--- config.mk ---
export PLATFORM = sky130hd
export DESIGN_NAME = data_memory_mc_flat
export DESIGN_NICKNAME = d
export VERILOG_FILES = /design/src/rtl/data_memory_mc_if.sv /design/src/rtl/data_memory_mc.sv /design/src/flat_wrapper.sv
export SDC_FILE = /design/constraint.sdc
export NUM_CORES = 2
export LEC_CHECK = 0
export ABC_AREA = 1
export CAP_MARGIN = 20
export CORE_MARGIN = 10
export CORE_UTILIZATION = 49
export DETAILED_ROUTE_END_ITERATION = 8
export HOLD_SLACK_MARGIN = 0.02
export MAX_ROUTING_LAYER = met4
export PLACE_DENSITY = 0.65
export REMOVE_ABC_BUFFERS = 1
export SLEW_MARGIN = 20
export SYNTH_ARGS = -nofsm -noshare
export SYNTH_HDL_FRONTEND = slang
export SYNTH_SLANG_ARGS = --single-unit
--- constraint.sdc ---
create_clock -name clk -period 6.2 [get_ports clk]
set_input_delay 1.24 -clock clk [delete_from_list [all_inputs] [get_ports clk]]
set_output_delay 1.24 -clock clk [all_outputs]
set_load 0.03 [all_outputs]
--- src/rtl/data_memory_mc_if.sv ---
// Request/response bundle between the MEM stage and data_memory_mc.
// The pipeline side is the master; the memory is the slave.
interface data_memory_mc_if;
  logic [31:0] alu_res_in;
  logic [31:0] val_rm_in;
  logic        mem_read_enable_in;
  logic        mem_write_enable_in;
  logic        byte_mode_in;
  logic [31:0] result_out;
  logic        stall_out;
  logic        ready_out;
  logic        fault_out;

  modport master (
    output alu_res_in, val_rm_in, mem_read_enable_in, mem_write_enable_in, byte_mode_in,
    input  result_out, stall_out, ready_out, fault_out
  );

  modport slave (
    input  alu_res_in, val_rm_in, mem_read_enable_in, mem_write_enable_in, byte_mode_in,
    output result_out, stall_out, ready_out, fault_out
  );
endinterface

--- src/rtl/data_memory_mc.sv ---
// Multi-cycle word/byte data memory with stall handshake and access fault.
// LATENCY=0 degenerates to a combinational-read, edge-write memory.
module data_memory_mc #(
  parameter int unsigned WORD_COUNT = 64,
  parameter logic [31:0] BASE_ADDR  = 32'd1024,
  parameter int unsigned LATENCY    = 2
) (
  input  logic            clk,
  input  logic            rst,
  data_memory_mc_if.slave bus
);
  localparam int unsigned AW = (WORD_COUNT > 2) ? $clog2(WORD_COUNT) : 1;
  localparam int unsigned CW = (LATENCY > 1) ? $clog2(LATENCY + 1) : 1;

  typedef enum logic [1:0] {IDLE, WAIT, DONE} state_e;

  logic [31:0] mem_q [WORD_COUNT];

  logic [31:0]   offset;
  logic [1:0]    lane;
  logic [AW-1:0] word_idx;
  logic          fault;
  logic          wr_req, rd_req, req;
  logic [31:0]   rd_word, rd_data, wr_word;
  logic          mem_we;

  assign wr_req   = bus.mem_write_enable_in;
  assign rd_req   = bus.mem_read_enable_in;
  assign req      = wr_req | rd_req;
  assign offset   = bus.alu_res_in - BASE_ADDR;
  assign lane     = offset[1:0];
  assign word_idx = offset[AW+1:2];
  assign rd_word  = mem_q[word_idx];

  // Underflow is caught by the explicit compare; the wrapped offset alone would look huge but valid-aligned.
  assign fault = (bus.alu_res_in < BASE_ADDR) ||
                 (offset >= 32'(4 * WORD_COUNT)) ||
                 (!bus.byte_mode_in && lane != 2'd0);

  always_comb begin
    rd_data = 32'd0;
    wr_word = rd_word;
    if (bus.byte_mode_in) begin
      rd_data[7:0]           = rd_word[lane*8 +: 8];
      wr_word[lane*8 +: 8]   = bus.val_rm_in[7:0];
    end else begin
      rd_data = rd_word;
      wr_word = bus.val_rm_in;
    end
    if (fault) rd_data = 32'd0;
  end

  // NOTE: storage has no reset on purpose; only the control path is cleared by rst.
  always_ff @(posedge clk) begin
    if (mem_we) mem_q[word_idx] <= wr_word;
  end

  generate
    if (LATENCY == 0) begin : g_single
      assign mem_we         = wr_req && !fault && !rst;
      assign bus.stall_out  = 1'b0;
      assign bus.ready_out  = 1'b0;
      assign bus.result_out = rd_req ? rd_data : 32'd0;
      assign bus.fault_out  = req && fault;
    end else begin : g_multi
      state_e        state_q, state_d;
      logic [CW-1:0] cnt_q, cnt_d;
      logic [31:0]   result_q, result_d;
      logic          fault_q, fault_d;
      logic          commit;

      always_comb begin
        state_d  = state_q;
        cnt_d    = cnt_q;
        result_d = result_q;
        fault_d  = 1'b0;
        commit   = 1'b0;
        unique case (state_q)
          IDLE: if (req) begin
            if (LATENCY == 1) begin
              state_d = DONE;
              commit  = 1'b1;
            end else begin
              state_d = WAIT;
              cnt_d   = CW'(LATENCY - 1);
            end
          end
          WAIT: if (cnt_q == CW'(1)) begin
            state_d = DONE;
            commit  = 1'b1;
          end else begin
            cnt_d = cnt_q - CW'(1);
          end
          DONE:    state_d = IDLE;
          default: state_d = IDLE;
        endcase
        // Everything architecturally visible happens on the edge entering DONE.
        if (commit) begin
          fault_d = fault;
          if (rd_req && !wr_req) result_d = rd_data;
        end
      end

      // NOTE: state flops use non-blocking assignment so every flop samples pre-edge values.
      always_ff @(posedge clk or posedge rst) begin
        if (rst) begin
          state_q  <= IDLE;
          cnt_q    <= '0;
          result_q <= 32'd0;
          fault_q  <= 1'b0;
        end else begin
          state_q  <= state_d;
          cnt_q    <= cnt_d;
          result_q <= result_d;
          fault_q  <= fault_d;
        end
      end

      assign mem_we         = commit && wr_req && !fault && !rst;
      assign bus.stall_out  = (state_q == IDLE && req) || (state_q == WAIT);
      assign bus.ready_out  = (state_q == DONE);
      assign bus.result_out = result_q;
      assign bus.fault_out  = fault_q;
    end
  endgenerate
endmodule

--- src/flat_wrapper.sv ---
// flat-port wrapper written by rule: the top's interface ports become plain ports
module data_memory_mc_flat 
#(
  parameter int unsigned WORD_COUNT = 64,
  parameter logic [31:0] BASE_ADDR  = 32'd1024,
  parameter int unsigned LATENCY    = 2
)
  (clk, rst, bus_alu_res_in, bus_val_rm_in, bus_mem_read_enable_in, bus_mem_write_enable_in, bus_byte_mode_in, bus_result_out, bus_stall_out, bus_ready_out, bus_fault_out);
  data_memory_mc_if bus_i ();
  input  logic clk;
  input  logic rst;
  input wire logic [$bits(bus_i.alu_res_in)-1:0] bus_alu_res_in;
  input wire logic [$bits(bus_i.val_rm_in)-1:0] bus_val_rm_in;
  input wire logic [$bits(bus_i.mem_read_enable_in)-1:0] bus_mem_read_enable_in;
  input wire logic [$bits(bus_i.mem_write_enable_in)-1:0] bus_mem_write_enable_in;
  input wire logic [$bits(bus_i.byte_mode_in)-1:0] bus_byte_mode_in;
  output wire logic [$bits(bus_i.result_out)-1:0] bus_result_out;
  output wire logic [$bits(bus_i.stall_out)-1:0] bus_stall_out;
  output wire logic [$bits(bus_i.ready_out)-1:0] bus_ready_out;
  output wire logic [$bits(bus_i.fault_out)-1:0] bus_fault_out;
  assign bus_i.alu_res_in = bus_alu_res_in;
  assign bus_i.val_rm_in = bus_val_rm_in;
  assign bus_i.mem_read_enable_in = bus_mem_read_enable_in;
  assign bus_i.mem_write_enable_in = bus_mem_write_enable_in;
  assign bus_i.byte_mode_in = bus_byte_mode_in;
  assign bus_result_out = bus_i.result_out;
  assign bus_stall_out = bus_i.stall_out;
  assign bus_ready_out = bus_i.ready_out;
  assign bus_fault_out = bus_i.fault_out;
  data_memory_mc #(.WORD_COUNT(WORD_COUNT), .BASE_ADDR(BASE_ADDR), .LATENCY(LATENCY)) u_core (.clk(clk), .rst(rst), .bus(bus_i));
endmodule
==> metrics <==
status=complete, no violations; Setup crit end kind=flip-flop; Final Power=between 20000 and 30000 uW; DRT iter0 DRCs=~7.3k; Num CTS Buffers=slightly above 200; Seq cells post-synth=~2.1k; I/O Buffers=103; Max stage delay cell, worst path=o21ai_0; clock sinks=2085; fin crit share=0.820; remaining antenna violation count=0; number of global-route vias before repair=52.9k; Max Clock Freq=197 MHz; Warnings, synthesis=0; Buf+Inv Stages, Crit Path=4; # Max-Cap Violations=0; crit-path cells=clkdlybuf4s50_1 > nand2_4 > inv_1 > buf_4 > nand3_1 > nand2_1 > o21ai_0 > nand2_1 > nor2_1 > nand2_1 > a21oi_1 > o21ai_4 > buf_12; Critical Path Fanout Max=48; Routed WL=255000 um; Synth area leader=edfxtp_1; most frequent CP cell=nand2_1; Clk Tree Root Cell=clkbuf_16; main area contributors after synthesis=edfxtp_1, nand2_1, o211ai_1, nor2_1, o21ai_0; Syn Area/Cell=12.1 um^2; Die Height=437 um; Reg clk slew, reported paths=roughly 0.060 ns; Main synth FF type=edfxtp_1; Row Count=153; Starting Density=0.492; Startpoint Class=input port; share of cells above drive strength 1=0.119; Max Slew Vio Count=0; Max Clock Skew=0.0403 ns; hold path depth=2; Top Family by Delay on Critical Path=simple AND/OR/NAND/NOR gates; nets=between 7k and 8k; area share of the largest cell type after synthesis=0.720; Power Dens Cells=between 300 and 400 nW/um^2; CTS tree=yes; min-delay worst type=reg2reg; clock latency on the worst-skew pair=0.86 ns; most common cell in the netlist=edfxtp_1; wire length per cell=roughly 26 um; DRT Pass-1 Iters=6; WP data arrival=5.57 ns; chip width=437 um; CTS HTree Levels=4; FF-to-FF path depth=10; post-route minimum period=5.08 ns; Core Region=between 150000 and 200000 um^2; drt drc=0; Final Setup Violations=0; TNS Setup=0 ns; Max IR drop VDD=0.000252 V; via count=55.8k; Hold Violations, Final=0; post-cts hold buffer count=0; GRT Overall Usage=0.268; number of top-level pins=104; CP Depth=13; Placed Cells=9382; sequential area share after synthesis=0.731; Post-CTS Setup Inserts=0; antenna violations before repair=13; Worst Tran Pin Value=1.09 ns; Leak=around 0.036 uW; cell area after synthesis=85400 um^2; first-pass GRT wire length=366000 um; asr flop ratio synth=0.0177; post-route insts no fill=9773; DP HPWL=149000 um; drt via density=5.71; Hold WS=0.482 ns; Clock Path Buffers=3; unique cell type count in the Yosys netlist=37; RSZ-0062 raised after global routing=false; Die ar.=around 190000 um^2; Area Growth Syn to Fin=14.7%; max_slew headroom=0.265; largest net degree at the start of global routing=193; WP data required=approximately 6.7 ns; Setup CP Type=in2reg; Gates resized, CTS repair=0; GRT overflow=0; Post-synth EDFFs=just over 2k; crit-path max cell delay=0.82 ns; GP Congestion=between 1 and 1.5; synthesized instance count=7060; leading post-synthesis cells by instance count=edfxtp_1, nand2_1, nor2_1
[path summary, 6_finish.rpt]
check	from	end	slack, ns
hold / removal	u_core.bus.result_out[9]	u_core.bus.result_out[9]	0.48
max in group asynchronous	rst	u_core.bus.result_out[27]	4.70
setup / recovery	bus_alu_res_in[3]	u_core.mem_q[50][10]	1.12
hold reg to reg	u_core.bus.result_out[9]	u_core.bus.result_out[9]	0.48
min in group asynchronous	rst	u_core.g_multi.cnt_q[0]	0.89
setup reg to reg	u_core.mem_q[58][10]	u_core.mem_q[50][10]	2.83
[through the flow]
step / worst slack, ns / util / area (um^2)
after global routing: 1.17 / 0.564 / 97900
after global placement: 0.463 / 0.527 / 91400
after detailed placement: 0.452 / 0.527 / 91500
final: 1.12 / 0.564 / 97900
after CTS: 1.31 / 0.564 / 97900
after floorplan: -7.29 / - / 83500
[cell families (layout without fill, tap and decap cells)]
group,after synthesis,count (layout),share of synthesized area
AND/OR/NAND/NOR,2649,2649,0.127
flip-flops,2085,2085,0.731
buffers and inverters,1033,1413,0.0505
other,0,8,0
adder cells (fa/ha/maj),6,6,0.000879
AO/OA/AOI/OAI,1286,1286,0.0903
XOR/XNOR,1,1,0.000103
[layout by cell type (no fill, tap or decap), types with 5 or more instances in the layout]
cell	n
clkdlybuf4s50_1	101
buf_12	78
nand4_1	20
clkinv_2	34
or2_1	5
a21oi_4	9
o21ai_1	134
nor3_2	9
clkbuf_1	54
diode_2	8
o211ai_1	467
nor2_4	69
o21ai_0	611
nor4_1	5
o211ai_2	9
clkinv_1	58
edfxtp_1	2048
nor2_1	784
inv_1	647
nand2_1	1340
buf_4	196
clkbuf_16	209
o21ai_4	20
bufinv_16	12
a21oi_1	11
nand3_1	202
or2_2	207
dfrtp_1	37
a31oi_1	8
ha_1	6
o22ai_1	9
[tightest hold or removal path, stage by stage, from the launching register on]
cell	delay (ns)
dfrtp_1	0.34
nand2_1	0.06
nand2_1	0.05
[where the power goes]
group / internal (uW) / switching, uW
clock network: 6690 / 5260
logic: 537 / 1700
registers: 15800 / 6.12
[layer usage]
| metal | global-route usage | routed length (um) |
|---|---|---|
| met1 | 0.355 | 101000 |
| met2 | 0.406 | 118000 |
| met3 | 0.0448 | 23900 |
| met4 | 0.124 | 13100 |
| met5 | - | 0 |
[layout make-up]
cell class,instances,area [um^2]
Clock inverter,117,948
Timing Repair Buffer,380,4150
Tap cell,2325,2910
Sequential cell,2085,62400
Multi-Input combinational cell,3942,19600
Fill cell,13900,75700
Inverter,652,2450
Antenna cell,8,20.0
Clock buffer,264,5450
[registers in the layout, summed over array words and instances, names as in the netlist]
| signal | flops |
|---|---|
| u_core.bus.fault_out | 1 |
| u_core.bus.result_out | 32 |
| u_core.g_multi.cnt_q | 2 |
| u_core.g_multi.state_q | 2 |
| u_core.mem_q | 2048 |
Note: power is estimated with default switching activity, not from simulation.
